==> config.mk <==
export PLATFORM = sky130hd
export DESIGN_NAME = ppu_frame_writer
export DESIGN_NICKNAME = d
export VERILOG_FILES = /design/src/rtl/ppu_frame_writer.sv
export SDC_FILE = /design/constraint.sdc
export NUM_CORES = 1
export LEC_CHECK = 0
export ABC_CLOCK_PERIOD_IN_PS = 2960
export CORE_MARGIN = 3
export CORE_UTILIZATION = 46
export CTS_CLUSTER_DIAMETER = 50
export DETAILED_ROUTE_END_ITERATION = 10
export PLACE_DENSITY_LB_ADDON = 0.15
export SYNTH_ARGS = -nofsm -noshare
export SYNTH_HDL_FRONTEND = slang
export SYNTH_SLANG_ARGS = --single-unit
==> constraint.sdc <==
create_clock -name clk -period 2.96 [get_ports clk]
set_clock_uncertainty 0.1 [all_clocks]
set_input_delay 0.592 -clock clk [delete_from_list [all_inputs] [get_ports clk]]
set_output_delay 0.592 -clock clk [all_outputs]
set_load 0.01 [all_outputs]
==> src/rtl/ppu_frame_writer.sv <==
// ppu_frame_writer: packs 2-bit PPU pixels four per byte, queues them and
// writes them into a 160x144 framebuffer through a waitrequest write port.
// Ports: clk, rst (async, active-low); LCD_EN, PPU_MODE, PX_IN, PX_valid,
//   BGP from the PPU; FB_ADDR, FB_WRDATA, FB_WR, FB_WAITREQ write port;
//   FRAME_DONE one-cycle pulse; OVERFLOW sticky FIFO-drop flag.
// Option: define PPU_FRAME_WRITER_PALETTE_EN to map pixels through BGP.
module ppu_frame_writer #(
  parameter int          FIFO_DEPTH = 8,
  parameter int          LINE_PX    = 160,
  parameter int          LINES      = 144,
  parameter logic [12:0] FB_BASE    = 13'h0000
) (
  input  logic        clk,
  input  logic        rst,
  input  logic        LCD_EN,
  input  logic [1:0]  PPU_MODE,
  input  logic [1:0]  PX_IN,
  input  logic        PX_valid,
  input  logic [7:0]  BGP,
  output logic [12:0] FB_ADDR,
  output logic [7:0]  FB_WRDATA,
  output logic        FB_WR,
  input  logic        FB_WAITREQ,
  output logic        FRAME_DONE,
  output logic        OVERFLOW
);

  localparam int PW = $clog2(FIFO_DEPTH);
  localparam logic [PW:0] PTR_ONE = {{PW{1'b0}}, 1'b1};
  localparam logic [7:0] LINE_PX_W = 8'(LINE_PX);
  localparam logic [7:0] LINES_W = 8'(LINES);

  localparam logic [1:0] M_HBLANK = 2'd0;
  localparam logic [1:0] M_VBLANK = 2'd1;
  localparam logic [1:0] M_DRAW   = 2'd3;

  typedef enum logic {
    S_IDLE,
    S_WRITE
  } state_t;

  // Pixel front end
  logic [1:0]  prev_mode_q, prev_mode_d;
  logic [7:0]  x_q, x_d;
  logic [7:0]  y_q, y_d;
  logic [1:0]  phase_q, phase_d;
  logic [5:0]  pack_q, pack_d;
  logic        wvld_q, wvld_d;
  logic [12:0] waddr_q, waddr_d;
  logic [7:0]  wdata_q, wdata_d;
  logic        done_pend_q, done_pend_d;
  logic        ovf_q, ovf_d;

  // FIFO
  logic [20:0] mem_q [FIFO_DEPTH];
  logic [PW:0] wr_ptr_q, wr_ptr_d;
  logic [PW:0] rd_ptr_q, rd_ptr_d;

  // Write port
  state_t      state_q, state_d;
  logic [12:0] fb_addr_q, fb_addr_d;
  logic [7:0]  fb_data_q, fb_data_d;
  logic        fb_wr_q, fb_wr_d;

  logic        hb_edge;
  logic        vb_edge;
  logic        accept;
  logic [1:0]  px_map;
  logic [1:0]  phase_a;
  logic [5:0]  pack_a;
  logic [12:0] y13;
  logic [12:0] row_base;
  logic [12:0] word_addr;
  logic [7:0]  partial;
  logic        empty;
  logic        full;
  logic        pop;
  logic        push_ok;
  logic        drop;
  logic        frame_done;
  logic [20:0] rd_word;

`ifdef PPU_FRAME_WRITER_PALETTE_EN
  always_comb begin
    px_map = BGP[1:0];
    unique case (PX_IN)
      2'd0: px_map = BGP[1:0];
      2'd1: px_map = BGP[3:2];
      2'd2: px_map = BGP[5:4];
      2'd3: px_map = BGP[7:6];
      default: px_map = BGP[1:0];
    endcase
  end
`else
  logic unused_bgp;
  assign unused_bgp = ^BGP;
  assign px_map = PX_IN;
`endif

  assign hb_edge = (PPU_MODE == M_HBLANK) && (prev_mode_q == M_DRAW);
  assign vb_edge = (PPU_MODE == M_VBLANK) && (prev_mode_q != M_VBLANK);

  assign accept = PX_valid && LCD_EN
               && (x_q < LINE_PX_W) && (y_q < LINES_W);

  assign phase_a = accept ? phase_q + 2'd1 : phase_q;
  assign pack_a  = accept ? {pack_q[3:0], px_map} : pack_q;

  // y*40 as (y<<5)+(y<<3), 13-bit wrap
  assign y13      = {5'b0, y_q};
  assign row_base = FB_BASE + (y13 << 5) + (y13 << 3);
  // While a word is open, x_q always lies inside it (even right after
  // the 4th-pixel accept, since x_q is the pre-increment value).
  assign word_addr = row_base + {7'b0, x_q[7:2]};

  always_comb begin
    partial = 8'h00;
    unique case (phase_a)
      2'd1: partial = {pack_a[1:0], 6'b0};
      2'd2: partial = {pack_a[3:0], 4'b0};
      2'd3: partial = {pack_a, 2'b0};
      default: partial = 8'h00;
    endcase
  end

  assign empty = (wr_ptr_q == rd_ptr_q);
  assign full  = (wr_ptr_q[PW] != rd_ptr_q[PW])
              && (wr_ptr_q[PW-1:0] == rd_ptr_q[PW-1:0]);
  assign rd_word = mem_q[rd_ptr_q[PW-1:0]];

  // The pack stage output is still in flight, so it blocks FRAME_DONE too.
  assign frame_done = done_pend_q && empty && !fb_wr_q && !wvld_q;

  // Pack / counter logic
  always_comb begin
    prev_mode_d = PPU_MODE;
    x_d         = accept ? x_q + 8'd1 : x_q;
    y_d         = y_q;
    phase_d     = phase_a;
    pack_d      = pack_a;
    wvld_d      = 1'b0;
    waddr_d     = waddr_q;
    wdata_d     = wdata_q;
    done_pend_d = done_pend_q;
    ovf_d       = ovf_q;

    if (accept && (phase_q == 2'd3)) begin
      wvld_d  = 1'b1;
      waddr_d = word_addr;
      wdata_d = {pack_q, px_map};
    end else if (hb_edge && (phase_a != 2'd0)) begin
      wvld_d  = 1'b1;
      waddr_d = word_addr;
      wdata_d = partial;
    end

    if (hb_edge) begin
      x_d     = 8'd0;
      phase_d = 2'd0;
      pack_d  = 6'd0;
      if (y_q < LINES_W) y_d = y_q + 8'd1;
    end

    if (frame_done) done_pend_d = 1'b0;

    if (vb_edge) begin
      x_d         = 8'd0;
      y_d         = 8'd0;
      phase_d     = 2'd0;
      pack_d      = 6'd0;
      done_pend_d = 1'b1;
      ovf_d       = 1'b0;
    end

    if (!LCD_EN) begin
      x_d         = 8'd0;
      y_d         = 8'd0;
      phase_d     = 2'd0;
      pack_d      = 6'd0;
      done_pend_d = 1'b0;
    end

    if (drop) ovf_d = 1'b1;
  end

  // A pop in the same cycle frees a slot for the push.
  assign push_ok = wvld_q && (!full || pop);
  assign drop    = wvld_q && full && !pop;

  always_comb begin
    wr_ptr_d = wr_ptr_q;
    rd_ptr_d = rd_ptr_q;
    if (push_ok) wr_ptr_d = wr_ptr_q + PTR_ONE;
    if (pop) rd_ptr_d = rd_ptr_q + PTR_ONE;
  end

  // Write FSM
  always_comb begin
    state_d   = state_q;
    fb_addr_d = fb_addr_q;
    fb_data_d = fb_data_q;
    fb_wr_d   = fb_wr_q;
    pop       = 1'b0;
    unique case (state_q)
      S_IDLE: begin
        if (!empty) begin
          pop       = 1'b1;
          fb_addr_d = rd_word[20:8];
          fb_data_d = rd_word[7:0];
          fb_wr_d   = 1'b1;
          state_d   = S_WRITE;
        end
      end
      S_WRITE: begin
        if (!FB_WAITREQ) begin
          if (!empty) begin
            pop       = 1'b1;
            fb_addr_d = rd_word[20:8];
            fb_data_d = rd_word[7:0];
          end else begin
            fb_wr_d = 1'b0;
            state_d = S_IDLE;
          end
        end
      end
      default: begin
        fb_wr_d = 1'b0;
        state_d = S_IDLE;
      end
    endcase
  end

  always_ff @(posedge clk or negedge rst) begin
    if (!rst) begin
      prev_mode_q <= M_HBLANK;
      x_q         <= 8'd0;
      y_q         <= 8'd0;
      phase_q     <= 2'd0;
      pack_q      <= 6'd0;
      wvld_q      <= 1'b0;
      waddr_q     <= 13'd0;
      wdata_q     <= 8'd0;
      done_pend_q <= 1'b0;
      ovf_q       <= 1'b0;
      wr_ptr_q    <= '0;
      rd_ptr_q    <= '0;
      state_q     <= S_IDLE;
      fb_addr_q   <= 13'd0;
      fb_data_q   <= 8'd0;
      fb_wr_q     <= 1'b0;
    end else begin
      prev_mode_q <= prev_mode_d;
      x_q         <= x_d;
      y_q         <= y_d;
      phase_q     <= phase_d;
      pack_q      <= pack_d;
      wvld_q      <= wvld_d;
      waddr_q     <= waddr_d;
      wdata_q     <= wdata_d;
      done_pend_q <= done_pend_d;
      ovf_q       <= ovf_d;
      wr_ptr_q    <= wr_ptr_d;
      rd_ptr_q    <= rd_ptr_d;
      state_q     <= state_d;
      fb_addr_q   <= fb_addr_d;
      fb_data_q   <= fb_data_d;
      fb_wr_q     <= fb_wr_d;
    end
  end

  always_ff @(posedge clk or negedge rst) begin
    if (!rst) begin
      for (int i = 0; i < FIFO_DEPTH; i++) mem_q[i] <= '0;
    end else if (push_ok) begin
      mem_q[wr_ptr_q[PW-1:0]] <= {waddr_q, wdata_q};
    end
  end

  assign FB_ADDR    = fb_addr_q;
  assign FB_WRDATA  = fb_data_q;
  assign FB_WR      = fb_wr_q;
  assign FRAME_DONE = frame_done;
  assign OVERFLOW   = ovf_q;

endmodule

======== After elaboration in Yosys (flattened, before gate mapping) ========
Index checks and enable logic that the tools add are counted.
storage, ports and cells
  register bits ........................... 249
  word-level logic and storage cells ...... 131
  output and inout bits ................... 24
operators by class
  mux-type cells .......................... 49
  equality and inequality tests ........... 17
  add/sub/neg operators ................... 7
  reduce and logical (&&, ||, !) cells .... 26
  bitwise operators ....................... 3
  order comparisons ....................... 5
operators by type and width
  kind                   number
  $bwmux W168            1
  $mux W8                12
  $bmux W21 S3           1
  $demux W21 S3          1
  $mux W21               3
  $mux W13               4
  $pmux W13 S2           1
  $mux W6                4
  $pmux W8 S3            1
  $add A8 B1 Y8 const B  2
  $lt A8 B8 Y1 const B   2
  $pmux W8 S2            1
  $logic_and A1 B1 Y1    15
  $add A13 B11 Y13       1
  $add A13 B6 Y13        1
  $mux W1                13
  $ne A3 B1 Y1 const B   3
  $add A4 B1 Y4 const B  2
  $eq A2 B2 Y1 const B   4
  $ge A4 B4 Y1 const B   2
  $mux W2                4
  $not A3 Y4             2
  $pmux W1 S2            3
  $reduce_bool A2 Y1     3
  15 further kinds       21

======== Longest topological paths before layout ========
Gate-level depths: netlist of run 1.
  depth after elaboration ................. 8
  gate-level depth with buffers ........... 9
  depth with buffers taken out ............ 9

======== Worst setup path after synthesis of run 1 ========
No wires, ideal clock.
  path type ............................... reg-to-reg
  start ................................... register y_q[0]
  end ..................................... register waddr_q[12]
  library setup time ...................... 0.083 ns
  buffers on the path ..................... 0
  arrival time ............................ 2.164 ns
  stages on the path, launching flop included .. 9
  path slack .............................. 0.613 ns
  cell sequence ........................... dfrtp_1 inv_1 fa_1 fa_1 nand2b_1 a31oi_1 o31ai_1 xor2_1 o21ai_0
on the way
  longest elaborated chain between the ends .. 6
RTL lines
  item                                                                      RTL line  RTL
  from (decl)                                                               45        logic [7:0] y_q, y_d;
  from (signal assigned)                                                    254       y_q <= y_d;
  parallel branches: the longest is 6 deep, another holds $add A13 B11 Y13  n/a
  to (signal assigned)                                                      258       waddr_q <= waddr_d;
  to (decl)                                                                 49        logic [12:0] waddr_q, waddr_d;
Several ways; the timed one is not identified. The select of a mux whose other input is x is not followed.
A chain may end at the register's enable or synchronous reset.

======== Worst setup path in the final report of run 1 ========
  start ................................... register rd_ptr_q[3]
  end ..................................... output FRAME_DONE
on the way
  longest elaborated chain between the ends .. 4
RTL lines
  item                               RTL line  RTL
  from (decl)                        57        logic [PW:0] rd_ptr_q, rd_ptr_d;
  from (signal assigned)             263       rd_ptr_q <= rd_ptr_d;
  $eq A4 B4 Y1                       126       assign empty = (wr_ptr_q == rd_ptr_q);
  $logic_and A1 B1 Y1 (3 in series)  132       assign frame_done = done_pend_q && empty && !fb_wr_q && !wvld_q;
  to (decl)                          24        output logic FRAME_DONE,
No other way between the ends.

==> metrics, run 1 <==
Sink Count 249; total negative slack 0 ns; die area 27100 sq um; Die H 165 um; Synth async-reset ratio 1.00; final antenna-violating net count 0; clock root cell clkbuf_16; total of max-cap violations 0; met2 global-route usage 0.315; depth of the worst register-to-register path 8; Initial DRC Count 407; Final HPWL DP 15500 um; crit share post-route 0.968; Inserted Diodes 0; Hold Path Class reg -> reg; peak supply drop 455 uV; area grow syn2layout 15.2%; 1st-pass router iterations 6; Sequential cell area 6240 sq um; endpoints failing setup 0; Critical Path Start rd_ptr_q[3]; GR Layer Usage met1 0.265; Least-Margin Pin Slew 0.929 ns; Avg Cell Area, Syn 13.5 sq um; clock buffer depth 3; Final Critical Period 2.87 ns; synth unique cells 51; CTS tree done; Synth area leaders dfrtp_1, mux2_2, mux4_2; critical path data required time 2.27 ns; die width 165 um; Worst-path clk slew 0.06 ns; R2R setup slack 0.34 ns; Std-Cell Rows 57; FILL cells 2056; Vias 6940; first-pass GRT wire length 40500 um; final slew viol count 0; Cells after DPL 1188; Synth Warn # 0; cell taking the most area after synthesis dfrtp_1; Crit. End Element output pin; met3 usage 0.0316; pwr dens 634 nW/um^2; Crit-path slowest cell dfrtp_1; Final Hold Viols 0; Synth Instances 859; syn_nets 898; Top FF cell, synth dfrtp_1; Crit Path Class reg -> out; mapped cell area 11600 sq um; WL per Instance 19.8 um; Critical path destination FRAME_DONE; worst skew pair latency 0.54 ns; initial antenna violation count 0; fmax 349 MHz; DRC viols 0; CP startpoint kind register; final wirelength 24500 um; nets 935; I/O pins 41; GR Overflow Total 0; area occupied by multi-input gates 5060 sq um; Rel. slew slack 0.381; Post-synth EDFFs 0; H-tree levels 1; Leakage Power 6.32 nW; Yosys top cell area share 0.537; starting density of the core 0.473; gp weighted congestion 0.838; layout cells sized above 1 0.331; RSZ-0062 raised after global routing false; CP arrival 2.17 ns; HP Start FB_ADDR[4]; GR peak layer met2; cell breakdown of the critical path xor2_1, nand4b_1, or2_2, nor3b_4, clkdlybuf4s15_1; Critical Path Fanout Max 3; Synth Register Bits 249; Vias/cell 5.60; register area share after synthesis 0.537; CP max stage delay 0.39 ns; final std cells w/o fill 1240; number of global-route vias before repair 7422; pin count of the biggest net entering global routing 76; Total Routing Usage GR 0.190; post-layout util 0.544; core area 24500 sq um; CTS buffer count 29; run status complete, no violations; r2r endpoint waddr_q[12]; r2r startpoint y_q[0]; I/O Buffers 32
## cell families after synthesis
kind of cell | synth area share
multiplexers | 0.280
AND/OR/NAND/NOR | 0.0611
AO/OA/AOI/OAI | 0.0462
flip-flops | 0.537
adder cells (fa/ha/maj) | 0.0250
buffers and inverters | 0.0298
XOR/XNOR | 0.0204
## what timing repair did
action                                 4_1_cts  5_1_grt
setup buffers                                0        0
endpoints found under the hold margin       71        0
setup endpoints to repair                    1        1
hold buffers                                 1        0
pin swaps                                    0        0
resized for setup                            2        6
## per-layer routing
layer  vias to the layer above  part of all wire
li1                       3189                 -
met1                      3639              0.47
met2                        84              0.48
met3                        28             0.029
met4                         0             0.018
met5                         -                 0
## registers in the layout, indices dropped and copies added, names as in the netlist, 2 cells and up
| signal | cells |
|---|---|
| y_q | 8 |
| prev_mode_q | 2 |
| waddr_q | 13 |
| FB_WRDATA | 8 |
| phase_q | 2 |
| FB_ADDR | 13 |
| x_q | 8 |
| pack_q | 6 |
| wdata_q | 8 |
| wr_ptr_q | 4 |
| rd_ptr_q | 4 |
| mem_q | 168 |
## stage by stage
stage	hold slack, ns	area [sq um]	power, mW	setup slack [ns]
final	0.378	13400	8.46	0.0939
after global routing	0.402	13400	8.86	0.00359
after CTS	0.383	13300	8.57	0.00675
after detailed placement	0.370	12400	5.09	0.131
after global placement	0.364	12400	5.06	0.198
after floorplan	0.196	11600	4.64	0.613
## power breakdown
group | total [mW] | switching (mW) | internal [mW]
Sequential | 3.68 | 0.147 | 3.53
Combinational | 1.35 | 0.783 | 0.565
Clock | 3.44 | 1.37 | 2.07
Total | 8.46 | 2.30 | 6.17
## final cells by class
| cell class | count | share of cell area |
|---|---|---|
| flip-flops and latches | 249 | 0.467 |
| multi-input cells | 540 | 0.379 |
| clock buffers | 38 | 0.0599 |
| repair buffers | 60 | 0.0497 |
| well taps | 324 | 0.0304 |
| clock inverters | 13 | 0.00993 |
| inverters | 16 | 0.00450 |
## cell usage in the layout, fill, tap and decap left out, drive strengths merged, types with 13 or more instances in the layout
master	instances
buf	28
mux2	175
xnor2	14
dfrtp	249
o21ai	45
mux4	42
nand3	20
mux2i	26
nor2	25
a21oi	14
ha	20
xor2	13
clkdlybuf4s50	30
inv	18
clkbuf	38
nand2	81
## Yosys cell counts (6+ instances only)
cell	n
nand3_1	20
a21oi_1	14
xor2_1	13
ha_1	20
o21ai_0	45
mux2_2	155
nand2_1	81
mux2i_1	26
dfrtp_1	249
mux2_4	19
nor2_1	25
clkbuf_1	20
xnor2_1	14
inv_1	16
mux4_2	42
buf_2	25
nand4_1	6
## critical path: cells and delay by family, from the launching register on
family,cells,cell delay [ns]
buffers and inverters,1,0.27
xor gates and xnor gates,1,0.18
and+or+nand+nor,3,0.79
DFF,1,0.39
## how the worst min path moves through the flow
stage / endpoint / slack, ns / cells past startpoint
floorplan: FB_ADDR[0] / 0.20 / 0
global placement: FB_WRDATA[0] / 0.36 / 2
detailed placement: FB_WRDATA[0] / 0.37 / 2
CTS: FB_WRDATA[0] / 0.38 / 2
global route: FB_WRDATA[0] / 0.40 / 2
finish: FB_ADDR[4] / 0.38 / 2
(Power assumes the default switching activity.)
==> inputs of run 2 (changes only) <==
==> constraint.sdc (replaced) <==
create_clock -name clk -period 2.96 [get_ports clk]
set_clock_uncertainty 0.1 [all_clocks]
set_input_delay 0.444 -clock clk [delete_from_list [all_inputs] [get_ports clk]]
set_output_delay 0.444 -clock clk [all_outputs]
set_load 0.01 [all_outputs]
==> run 2 against run 1 <==
- via count down 0.69%
- maximum frequency up 1.3%
- core utilization fell by 0.18 points
- sequential cell count is the same
- critical path type unchanged
- hold slack lost 0.039 ns
- cell count barely moved
- setup slack improved by 0.038 ns
- combinational power about the same
- wire length increased by 0.24%
- design area decreased by 0.33%
- non-clock buffer count is 2 higher
- critical path depth stayed put
==> metrics, run 2 (synthesis results as in run 1) <==
Cells after DPL 1189; core area 24500 sq um; Total Routing Usage GR 0.191; Final Hold Viols 0; Std-Cell Rows 57; Crit-path slowest cell dfrtp_1; Worst-path clk slew 0.06 ns; cell breakdown of the critical path xnor2_1, nand4b_1, or2_2, nor3b_2, dlygate4sd2_1; pin count of the biggest net entering global routing 73; die width 165 um; Place WS 0.262 ns; fmax 354 MHz; commonest non-fill, non-tap cell in the layout dfrtp_1; RSZ-0062 raised after global routing false; gp weighted congestion 0.799; DRC viols 0; CTS tree done; Final HPWL DP 15600 um; final wirelength 24600 um; CP bufs+invs 1; Critical Path Fanout Max 6; most frequent cells in the layout dfrtp_1, mux2_2, nand2_1, o21ai_0, mux4_2; GR Overflow Total 0; clock root cell clkbuf_16; Final Critical Period 2.83 ns; Hold Path Class in -> async; total negative slack 0 ns; peak supply drop 491 uV; area grow syn2layout 14.8%; die area 27100 sq um; crit share post-route 0.956; fin worst setup slack 0.132 ns; clock buffer depth 3; I/O pins 41; Leakage Power 6.31 nW; R2R setup slack 0.33 ns; max reg flops 168; total power 8.40 mW; WL per Instance 19.8 um; run status complete, no violations; CP startpoint kind register; starting density of the core 0.473; H-tree levels 1; pwr dens 631 nW/um^2; Sink Count 249; Crit Path Class reg -> out; Crit. End Element output pin; post-layout util 0.543; final antenna-violating net count 0; Initial DRC Count 440; cell family with most CP delay simple AND/OR/NAND/NOR gates; Inserted Diodes 0; nets 937; Die H 165 um; I/O Buffers 32; total of max-cap violations 0; Vias/cell 5.55; depth of the worst register-to-register path 8; critical path data required time 2.42 ns; Most flops, register mem_q; Least-Margin Pin Slew 0.915 ns; Rel. slew slack 0.390; endpoints failing setup 0; CP arrival 2.28 ns; CP max stage delay 0.45 ns; number of global-route vias before repair 7421; final std cells w/o fill 1241; 1st-pass router iterations 4; stages on the worst setup path 5; layout cells sized above 1 0.327; CTS buffer count 29; Vias 6892; first-pass GRT wire length 40600 um; initial antenna violation count 0; final slew viol count 0; worst skew pair latency 0.55 ns
[run 2: cell count changes in the layout (fill, tap and decap cells not counted), sizes merged]
| cell | delta |
|---|---|
| bufinv | -1 |
| clkinvlp | +1 |
| clkdlybuf4s15 | -1 |
| dlygate4sd2 | +1 |
| clkbuf | +2 |
| clkinv | -3 |
| buf | +2 |
[run 2: routing by layer]
| metal | vias to the layer above | share of wire | track usage |
|---|---|---|---|
| met5 | - | 0 | 0 |
| met3 | 33 | 0.030 | 0.0238 |
| li1 | 3179 | - | - |
| met4 | 0 | 0.017 | 0.0431 |
| met1 | 3564 | 0.46 | 0.269 |
| met2 | 116 | 0.49 | 0.318 |
[run 2: worst paths after layout]
check                            start              to
max in group asynchronous          rst       mem_q[27]
setup / recovery           wr_ptr_q[2]      FRAME_DONE
hold reg to reg             FB_ADDR[1]      FB_ADDR[1]
hold / removal                     rst      FB_ADDR[7]
min in group clk           PPU_MODE[1]  prev_mode_q[1]
setup reg to reg                y_q[0]     waddr_q[12]
[run 2: report_power, final]
group          internal, mW  leakage (nW)  total, mW  switching, mW
Clock                  2.01         0.449       3.39           1.37
Combinational         0.559          2.42       1.35          0.786
Sequential             3.53          3.44       3.66          0.135
Total                  6.10          6.31       8.40           2.29
[run 2: layout make-up]
class | count | area, sq um
Multi-Input combinational cell | 540 | 5040
Clock inverter | 10 | 98.8
Fill cell | 2031 | 11200
Timing Repair Buffer | 62 | 652
Tap cell | 324 | 405
Sequential cell | 249 | 6230
Inverter | 16 | 60.1
Clock buffer | 40 | 817
[run 2: what timing repair did]
item                                   in CTS  in global routing
gates cloned                                0                  0
hold buffers                                1                  0
endpoints found under the hold margin      62                  0
resized for setup                           2                  1
setup endpoints to repair                   1                  1
buffers inserted                            0                  1
[run 2: worst reg2reg max path, stage by stage, from the launching register on]
cell	delay, ns
dfrtp_1	0.45
inv_1	0.09
fa_1	0.51
fa_1	0.47
nand2b_1	0.18
a31oi_1	0.34
o31ai_1	0.13
xor2_1	0.15
o21ai_0	0.15
[run 2: per-stage QoR]
stage               area [sq um]  hold slack [ns]
finish                     13300            0.339
global route               13300            0.364
CTS                        13300            0.317
detailed placement         12400            0.340
global placement           12400            0.327
floorplan                  11600           0.0484
==> inputs of run 3 (changes only) <==
--- a/config.mk
+++ b/config.mk
@@ -7,8 +7,10 @@
 export LEC_CHECK = 0
 export ABC_CLOCK_PERIOD_IN_PS = 2960
+export CAP_MARGIN = 40
 export CORE_MARGIN = 3
 export CORE_UTILIZATION = 46
 export CTS_CLUSTER_DIAMETER = 50
 export DETAILED_ROUTE_END_ITERATION = 10
+export DONT_BUFFER_PORTS = 1
 export PLACE_DENSITY_LB_ADDON = 0.15
 export SYNTH_ARGS = -nofsm -noshare
--- a/constraint.sdc
+++ b/constraint.sdc
@@ -3,3 +3,3 @@
 set_input_delay 0.444 -clock clk [delete_from_list [all_inputs] [get_ports clk]]
 set_output_delay 0.444 -clock clk [all_outputs]
-set_load 0.01 [all_outputs]
+set_load 0.005 [all_outputs]
==> run 3 against run 2 <==
- the flow now finishes with violations (hold timing)
- die area is the same
- global-route usage shrank 0.51 points
- clock-buffer cell count is the same
- critical path depth is the same
- power grew 3.9%
- sequential power is essentially flat
- combinational power shrank 12%
- wire length shrank 1.6%
- cell count shrank 2.0%
- largest cell class unchanged
==> metrics, run 3 (synthesis results as in run 1) <==
Sequential cell area 6230 sq um; Clock Power Share 0.441; endpoints failing setup 0; Rel. slew slack 0.517; H-tree levels 1; total negative slack 0 ns; fmax 363 MHz; run status finished with violations; sequential share of power 0.423; Final HPWL DP 15200 um; Leakage Power 6.22 nW; Most flops, register mem_q; area grow syn2layout 13.0%; CP max stage delay 0.49 ns; Sink Count 249; Crit. End Element output pin; Least-Margin Pin Slew 0.725 ns; FILL cells 2047; Worst-path clk slew 0.06 ns; Final Critical Period 2.75 ns; max reg flops 168; Initial DRC Count 407; Final Cell Area 13100 sq um; die width 165 um; sw frac 0.265; total power 8.72 mW; CP bufs+invs 1; peak supply drop 519 uV; critical path data required time 2.42 ns; nets 907; Inserted Diodes 0; crit share post-route 0.931; pin count of the biggest net entering global routing 250; worst skew pair latency 0.56 ns; cell breakdown of the critical path xnor2_2, nand4b_1, or2_2, nor3b_2, buf_4; CTS buffer count 30; cts hold-fix bufs 6; setup repair bufs after CTS 0; Critical Path Fanout Max 8; layout cells sized above 1 0.339; total of max-cap violations 0; cell family with most CP delay simple AND/OR/NAND/NOR gates; Psw 2.31 mW; core area 24500 sq um; CP arrival 2.21 ns; final wirelength 24200 um; Cells after DPL 1154; failing checks hold timing; RSZ-0062 raised after global routing false; number of global-route vias before repair 7328; die area 27100 sq um; GR Overflow Total 0; Vias 6796; WL per Instance 19.9 um; I/O pins 41; first-pass GRT wire length 39800 um; Int Power 6.41 mW; final slew viol count 0; Vias/cell 5.59; Hold Slack -0.517 ns; Final Hold Viols 249; commonest non-fill, non-tap cell in the layout dfrtp_1; most frequent cells in the layout dfrtp_1, mux2_2, nand2_1, o21ai_0, mux4_2; CTS tree done; 1st-pass router iterations 4; CP startpoint kind register; clock buffer depth 3; Std-Cell Rows 57; gp weighted congestion 0.791; starting density of the core 0.473; DP Area 12000 sq um; DRC viols 0; Die H 165 um; Crit-path slowest cell dfrtp_1; Total Routing Usage GR 0.185; Comb pwr share 0.136; I/O Buffers 0; final std cells w/o fill 1216; Hold Path Class in -> async; clock root cell clkbuf_16; Crit Path Class reg -> out; final antenna-violating net count 0; area occupied by multi-input gates 5040 sq um; initial antenna violation count 0; pwr dens 666 nW/um^2
-- run 3: timing repair --
item                       in CTS  in global routing
gates resized for setup         0                  2
setup endpoints to repair       0                  1
hold endpoints to repair      257                249
-- run 3: power by group through the flow --
stage          clock [mW]  sequential [mW]  combinational [mW]
6_report             3.84             3.69                1.19
5_1_grt              4.09             3.71                1.30
4_1_cts              3.92             3.69                1.21
3_5_place_dp            0             3.75                1.20
3_3_place_gp            0             3.73                1.19
2_1_floorplan           0             3.66               0.970
-- run 3: worst paths after layout --
check | from | to | slack [ns] | cells after the start
setup / recovery | wr_ptr_q[0] | FRAME_DONE | 0.21 | 5
hold / removal | rst | mem_q[75] | -0.52 | 0
setup reg to reg | y_q[0] | waddr_q[11] | 0.39 | 9
hold reg to reg | mem_q[24] | mem_q[24] | 0.40 | 1
max in group asynchronous | rst | rd_ptr_q[1] | 2.81 | 0
min in group clk | PX_IN[1] | wdata_q[3] | 0.03 | 3
-- run 3: cell type report --
cell class | instances | area share
sequential | 249 | 0.476
timing repair buffer | 31 | 0.0218
tap | 324 | 0.0309
clock buffer | 40 | 0.0640
inverter | 16 | 0.00458
multi-input combinational | 540 | 0.385
clock inverter | 16 | 0.0179
-- run 3: stage by stage --
| step | setup WS [ns] | utilization |
|---|---|---|
| 4_1_cts | 0.0564 | 0.533 |
| 3_3_place_gp | 0.453 | 0.487 |
| 3_5_place_dp | 0.383 | 0.487 |
| 6_report | 0.205 | 0.534 |
| 2_1_floorplan | 0.613 | - |
| 5_1_grt | 0.0280 | 0.534 |
-- run 3: metal layers --
metal  part of all wire  global-route usage  routed length (um)
met5                  0                   0                   0
met4              0.016              0.0396                 398
met3              0.035              0.0298                 843
met2               0.48               0.302               11500
met1               0.47               0.265               11400
